`config.mk`:
```
export PLATFORM = sky130hd
export DESIGN_NAME = sdf_pair_aligner5
export DESIGN_NICKNAME = d
export VERILOG_FILES = /design/src/rtl/sdf_pair_aligner5_pkg.sv /design/src/rtl/sdf_pair_aligner5_half_buffer.sv /design/src/rtl/sdf_pair_aligner5.sv
export SDC_FILE = /design/constraint.sdc
export NUM_CORES = 1
export LEC_CHECK = 0
export BUFFER_PORTS_ARGS = -buffer_cell sky130_fd_sc_hd__buf_4
export CAP_MARGIN = 10
export CORE_AREA = 2 2 296 298
export DETAILED_ROUTE_END_ITERATION = 10
export DIE_AREA = 0 0 298 300
export GPL_TIMING_DRIVEN = 0
export PLACE_DENSITY = 0.79
export SYNTH_ARGS = -nofsm -noshare
export SYNTH_HDL_FRONTEND = slang
export SYNTH_SLANG_ARGS = --single-unit
```
`constraint.sdc`:
```
create_clock -name clk -period 12 [get_ports clk]
set_input_delay 1.2 -clock clk [delete_from_list [all_inputs] [get_ports clk]]
set_output_delay 1.2 -clock clk [all_outputs]
set_load 0.05 [all_outputs]
```
`src/rtl/sdf_pair_aligner5_pkg.sv`:
```
// Shared FFT pipeline definitions: float and complex widths, stage-5 span
// constants, the sequencer phase encoding and the re/im slice helpers.
package sdf_pair_aligner5_pkg;

  localparam int FLOAT_LEN        = 32;
  localparam int CPLX_LEN         = 2 * FLOAT_LEN;
  localparam int HALF_LEN_S5      = 16;
  localparam int HALF_ADDR_LEN_S5 = 4;

  typedef logic [CPLX_LEN-1:0] cplx_t;

  // Block phase, taken directly from the sample counter MSB.
  typedef enum logic {
    PHASE_A = 1'b0,
    PHASE_B = 1'b1
  } phase_t;

  function automatic logic [FLOAT_LEN-1:0] cplx_re(input cplx_t w);
    return w[CPLX_LEN-1 -: FLOAT_LEN];
  endfunction

  function automatic logic [FLOAT_LEN-1:0] cplx_im(input cplx_t w);
    return w[FLOAT_LEN-1:0];
  endfunction

endpackage

```
`src/rtl/sdf_pair_aligner5_half_buffer.sv`:
```
// First-half sample store: depth x width registers, one synchronous write
// port and one asynchronous read port. Contents are not reset.
module sdf_half_buffer #(
  parameter int width    = 64,
  parameter int depth    = 16,
  parameter int addr_len = 4
) (
  input  logic                clk,
  input  logic                wr_en,
  input  logic [addr_len-1:0] wr_addr,
  input  logic [width-1:0]    wr_data,
  input  logic [addr_len-1:0] rd_addr,
  output logic [width-1:0]    rd_data
);

  logic [width-1:0] mem [depth];

  // Capture a Phase-A sample into its slot.
  always_ff @(posedge clk) begin
    if (wr_en) begin
      mem[wr_addr] <= wr_data;
    end
  end

  assign rd_data = mem[rd_addr];

endmodule

```
`src/rtl/sdf_pair_aligner5.sv`:
```
// Stage-5 SDF input sequencer: buffers the first half of each 2*D block,
// pairs sample n with sample n+D, enables the twiddle provider and emits
// {x1, x2, tf} aligned on pair_valid.
module sdf_pair_aligner5
  import sdf_pair_aligner5_pkg::*;
#(
  parameter int float_len     = FLOAT_LEN,
  parameter int half_len      = HALF_LEN_S5,
  parameter int half_addr_len = HALF_ADDR_LEN_S5
) (
  input  logic                   clk,
  input  logic                   rst,
  input  logic [2*float_len-1:0] data_in,
  input  logic                   data_in_valid,
  output logic                   tf_en,
  input  logic [2*float_len-1:0] tf_in,
  input  logic                   tf_in_valid,
  output logic [2*float_len-1:0] x1_out,
  output logic [2*float_len-1:0] x2_out,
  output logic [2*float_len-1:0] tf_out,
  output logic                   pair_valid,
  output logic                   align_err
);

  localparam int W = 2 * float_len;

  logic [half_addr_len:0]   cnt;
  logic [half_addr_len-1:0] idx;
  phase_t                   phase;
  logic                     wr_en;
  logic [W-1:0]             buf_rd;

  logic                     s1_valid;
  logic [W-1:0]             s1_x1;
  logic [W-1:0]             s1_x2;

  assign idx   = cnt[half_addr_len-1:0];
  assign phase = phase_t'(cnt[half_addr_len]);
  assign wr_en = data_in_valid && (phase == PHASE_A);
  assign tf_en = data_in_valid && (phase == PHASE_B);

  sdf_half_buffer #(
    .width    (W),
    .depth    (half_len),
    .addr_len (half_addr_len)
  ) u_buf (
    .clk     (clk),
    .wr_en   (wr_en),
    .wr_addr (idx),
    .wr_data (data_in),
    .rd_addr (idx),
    .rd_data (buf_rd)
  );

  // Sample counter: advances on valid input only, wraps naturally at 2*D.
  always_ff @(posedge clk or posedge rst) begin
    if (rst) begin
      cnt <= '0;
    end else if (data_in_valid) begin
      cnt <= cnt + 1'b1;
    end
  end

  // Stage 1: pair the buffered sample with the live Phase-B sample.
  always_ff @(posedge clk or posedge rst) begin
    if (rst) begin
      s1_valid <= 1'b0;
      s1_x1    <= '0;
      s1_x2    <= '0;
    end else begin
      s1_valid <= tf_en;
      if (tf_en) begin
        s1_x1 <= buf_rd;
        s1_x2 <= data_in;
      end
    end
  end

  // Stage 2: join the pair with the provider's twiddle, which arrives now.
  always_ff @(posedge clk or posedge rst) begin
    if (rst) begin
      pair_valid <= 1'b0;
      x1_out     <= '0;
      x2_out     <= '0;
      tf_out     <= '0;
    end else begin
      pair_valid <= s1_valid;
      if (s1_valid) begin
        x1_out <= s1_x1;
        x2_out <= s1_x2;
        tf_out <= tf_in;
      end
    end
  end

  // Sticky flag for any cycle where pair and twiddle streams disagree.
  always_ff @(posedge clk or posedge rst) begin
    if (rst) begin
      align_err <= 1'b0;
    end else if (s1_valid != tf_in_valid) begin
      align_err <= 1'b1;
    end
  end

endmodule
```
# Word level (Yosys, flattened, before mapping)
# Memory sizes are Yosys's and may differ from the RTL's. A register that Yosys moved wholly into a read port is not among the register bits.
# Cells that the tools add are included.
[classes]
addsub = 1
mux = 2
n_bitwise = 1
n_eq_ne = 1
n_reduce_logical = 2
[ops]
columns = ["cell", "count"]
rows = [
  ["adder 5 x 1 -> 5 bit, second input constant", 1],
  ["logical AND 1 bit", 2],
  ["2-to-1 mux 1 bit", 2],
  ["!= test 1 bit", 1],
  ["NOT 1 bit", 1],
]
[totals]
mem_bits_rw = 1024
register_bits = 264
output_inout_bits = 195
memories = 1
wordCells = 16
inputBits = 132
[mem_list]
columns = ["memory", "depth", "width", "rd", "rd_ports_with_merged_regs", "write_ports", "line", "rtl"]
rows = [
  ["u_buf.mem", 16, 64, 1, 1, 1, "sdf_pair_aligner5_half_buffer.sv:16", "logic [width-1:0] mem [depth];"],
]

# Depth between registers and ports, before layout
[logic_depth]
ltp_word = 4
mapped_depth = 8
depth_no_buf = 4

# Hierarchy
# From an unflattened synthesis, not the netlist that was laid out.
[hier_totals]
hier_cells = 2280
area_unflattened_um2 = 50951.4
[by_module_without_submodules]
columns = ["mod", "cells_per_inst", "area_per_inst_um2", "n_inst", "seq_area_each_um2"]
rows = [
  ["sdf_half_buffer", 1583, 38300.5, 1, 30749.5],
  ["sdf_pair_aligner5", 697, 12650.9, 1, 8207.9],
]

# Worst setup path after synthesis
# OpenSTA, ideal clock, no wires.
[synth_path]
path_kind = "input to register"
from = "in data_in_valid"
to = "mem u_buf.mem[2][0], enable pin"
n_path_buf = 1
path_slack_ns = 5.374
t_required_ns = 11.435
cell_stages = 4
arrival_ns = 6.061
setup_ns = 0.565
cell_sequence = "buf_2 > nor2b_1 > nand2_1 > nor3_1"
[synth_via]
elab_chain_cells = 3
[synth_rtl]
columns = ["item", "line", "rtl"]
rows = [
  ["from (decl)", "sdf_pair_aligner5.sv:14", "input logic data_in_valid,"],
  ["logical AND 1 bit", "sdf_pair_aligner5.sv:39", "assign wr_en = data_in_valid && (phase == PHASE_A);"],
  ["2-to-1 mux 1 bit", "sdf_pair_aligner5_half_buffer.sv:20", "if (wr_en) begin"],
  ["2-to-1 mux 1 bit (not written as such)", "sdf_pair_aligner5_half_buffer.sv:21", "mem[wr_addr] <= wr_data;"],
  ["to (decl)", "sdf_pair_aligner5_half_buffer.sv:16", ""],
]
# No other way between the ends.

# Final worst setup path
[layout_path]
from = "in data_in_valid"
to = "out tf_en"
[layout_via]
elab_chain_cells = 1
[layout_rtl]
columns = ["item", "line", "rtl"]
rows = [
  ["logical AND 1 bit", "sdf_pair_aligner5.sv:40", "assign tf_en = data_in_valid && (phase == PHASE_B);"],
  ["to (decl)", "sdf_pair_aligner5.sv:15", "output logic tf_en,"],
]
# No other way between the ends.

==> impl_results.md <==
- Status: finished, final reports clean
- Mapped Cells: 2725
- Net Sw Power: roughly 0.0060 W
- Switch share: between 30% and 40%
- XOR/XNOR share of the synthesized area: less than 1%
- Clock network fraction of design power: about a quarter
- CTS sink cnt: approximately 1400
- # port buffers: 325
- Area growth syn-to-layout: 18.5%
- Wire length of the first global-routing pass: between 150 and 200 mm
- WL final: 134 mm
- Combinational power share: approximately 36%
- Worst flop-to-flop path startpoint: cnt[1]$_DFFE_PP0P_
- Initial core utilization: between 50% and 60%
- PD cells: 269 nW/um2
- Startpoint of the worst hold path: s1_x2[52]$_DFFE_PP0P_
- Post_cts resized: 0
- Worst hold path cell count: 1
- Synth Flop Type: edfxtp_1
- Cts hold-fix bufs: 0
- Mapped cell area: between 50000 and 60000 um2
- Placement-stage cell area: about 56000 um2
- Max IR drop VDD: about 0.2 mV
- Syn nets: about 2900
- Largest net degree at the start of global routing: 116
- Final hold viol count: 0
- Final worst path period need: between 4 and 5 ns
- RR Endpoint: u_buf.mem[9][25]$_DFFE_PP_
- Cell area after layout: between 60000 and 70000 um2
- DP Cell Count: roughly 4300
- Layout cells sized above 1: between 30% and 40%
- Max_cap viols: 0
- Post-detail-place hpwl: ~84 mm
- Synth area leaders: edfxtp_1, dfrtp_1, mux2i_1
- Vias in the first global route: approximately 30000
- GRT Residual Overflow: 0
- Endpoints failing setup: 0
- Synth Area in Simple Gates: around 1.6%
- FILL cells: between 5000 and 6000
- Compound-Gate Fraction of Synth Area: under 10%
- Ports: between 300 and 400
- Normalized max-slew margin: between 10% and 20%
- Crit path kind: in -> out
- Synth area leader: edfxtp_1
- CP Launch Type: input port
- Tot GR Track Use: a little under a third
- Register bit total from synthesis: around 1400
- Post-synth EDFFs: 1024
- Multiplexer area fraction after synthesis: around 16%
- Skew-Pair Late Insertion Delay: 0.75 ns
- Max clock buf depth: 3
- Initial antenna violation count: 4
- Sequential cell area: about 39000 um2
- Layout Skew: 0.0310 ns
- Layout Nets: roughly 3400
- Synth Area in Adders: 0.122%
- Detail Route Antenna Nets: 0
- DR iter-0 viols: about 3600
- Die W: just under 300 um
- Total power draw: between 0.015 and 0.02 W
- Die H: roughly 300 um
- Worst Path Arrival: between 3 and 4 ns
- Int Pwr: just over 0.01 W
- Post-synth top area share: ~60%
- Vias/cell: roughly 6.4
- Fin cells: 4511
- Row Count: approximately 110
- Netlist cell types: 35
- DR WL/cell: roughly 30 um
- Core Area: about 86000 um2
- Cts bufs inserted: between 100 and 150
- Internal reg-to-reg setup slack: 8.42 ns
- Worst-path clk slew: roughly 0.060 ns
- CTS tree: yes
- Setup crit end kind: output port
- Fin crit share: between 30% and 40%
- Setup_tns: 0 ns
- Yosys warning count: 0
- Area used by multi-input combinational logic: ~12000 um2
- Clk Tree Root Cell: clkbuf_16
- Largest family of logic cells by synthesized area: multiplexers
- DR DRC count: 0
- DR vias: between 20000 and 30000
- Unrepaired setup endpoints after global routing: false
- Mapped Avg Cell Area: roughly 19 um2
- Gpl congestion: between 0.8 and 0.9
- Die area: 89400 um2
- Detailed-router iteration count before antenna repair: 7
- Sequential area share after synthesis: 75.9%
- Setup bufs post-CTS: 0
- Fmax: roughly 0.22 GHz
- Data required, critical path: 10.80 ns
- H-tree depth: 4
- Async set-reset flop share out of synthesis: between 20 and 25%
- Least-Margin Pin Slew: approximately 1.3 ns
- HP Class: reg -> reg
- Worst r2r path cells: 9
- Sequential Power Share: 38.6%
- Min-Delay Endpoint: x2_out[52]$_DFFE_PP0P_
- Critical path peak fanout: 11
- Pleak: about 22 nW
- Max-slew violation count: 0
==> placed cells by master (no fill, tap or decap), drive strengths merged, types with 45 or more instances in the layout <==
cell type,n
edfxtp,1024
buf,498
mux2i,376
dfrtp,328
mux2,256
clkbuf,229
nor2,143
o22ai,128
mux4,68
a31oi,64
o21ai,52
a221oi,51
clkinv,45
==> area by class of cell <==
| type | instances | area share, % |
|---|---|---|
| tap | 1155 | 2.37 |
| multi-input combinational | 1210 | 18.9 |
| sequential | 1352 | 64.0 |
| antenna | 3 | 0.0123 |
| inverter | 3 | 0.0308 |
| buffer | 160 | 1.61 |
| timing repair buffer | 381 | 5.85 |
| clock buffer | 186 | 6.06 |
| clock inverter | 61 | 1.11 |
==> worst max-delay path by stage <==
stage,from,cells past startpoint,slack (ns),to
after floorplan,rst,1,1.72,align_err$_DFFE_PP0P_
after global placement,rst,2,-2.52,x2_out[3]$_DFFE_PP0P_
after detailed placement,data_in_valid,7,7.61,tf_en
after CTS,data_in_valid,7,7.58,tf_en
after global routing,data_in_valid,7,7.44,tf_en
final,data_in_valid,7,7.49,tf_en
==> kinds of logic (layout without fill, tap and decap cells) <==
logic type      after synthesis  count (layout)
mux                         700             700
buf+inv                     163             791
flops                      1352            1352
other cells                   0               3
compound gates              308             308
xor+xnor                      5               5
simple gates                192             192
fa+ha+maj                     5               5
==> cells in the mapped netlist (3+ instances only) <==
library cell,n
ha_1,5
or3b_1,3
nor2_1,143
xnor2_1,4
nand3b_1,3
a2bb2oi_1,9
nand3_1,12
o22ai_1,128
mux4_2,68
buf_1,12
edfxtp_1,1024
mux2i_1,376
nand2_1,17
buf_2,54
a31oi_1,64
buf_4,22
a221oi_2,50
a22oi_1,4
nand2b_1,6
dfrtp_1,328
clkbuf_1,40
mux2_2,256
buf_6,29
o21ai_1,51
inv_1,3
==> per-stage QoR <==
stage | utilization, % | hold WS (ns) | worst slack (ns)
finish | 70.6 | 0.501 | 7.49
global route | 70.6 | 0.517 | 7.44
CTS | 70.6 | 0.503 | 7.58
detailed placement | 65.5 | 0.479 | 7.61
global placement | 64.1 | 0.455 | -2.52
floorplan | - | 0.406 | 1.72
==> routing by layer <==
layer | GRT usage (%) | vias to the layer above | wire, um
met5 | 0 | - | 10
li1 | - | 11800 | -
met2 | 49.8 | 1881 | 66200
met3 | 6.73 | 437 | 13400
met1 | 38.1 | 14700 | 47600
met4 | 14.8 | 2 | 6950
==> critical path: stages <==
cell	delay, ns
buf_2	0.18
and2_1	0.16
buf_2	0.14
buf_4	0.28
buf_2	0.53
buf_2	0.49
buf_4	0.28
==> power by group through the flow <==
| stage | combinational, W | sequential, W | clock (W) |
|---|---|---|---|
| after global placement | 0.00555 | 0.00641 | 0 |
| after CTS | 0.00588 | 0.00632 | 0.00418 |
| after global routing | 0.00613 | 0.00640 | 0.00437 |
| after floorplan | 0.00274 | 0.00745 | 0 |
| after detailed placement | 0.00582 | 0.00640 | 0 |
| final | 0.00591 | 0.00632 | 0.00415 |
==> registers in the layout, summed over array words and instances (netlist names) <==
register,cells
tf_out,64
pair_valid,1
s1_x2,64
s1_x1,64
cnt,5
x2_out,64
align_err,1
s1_valid,1
u_buf.mem,1024
x1_out,64
(Power assumes the default switching activity.)
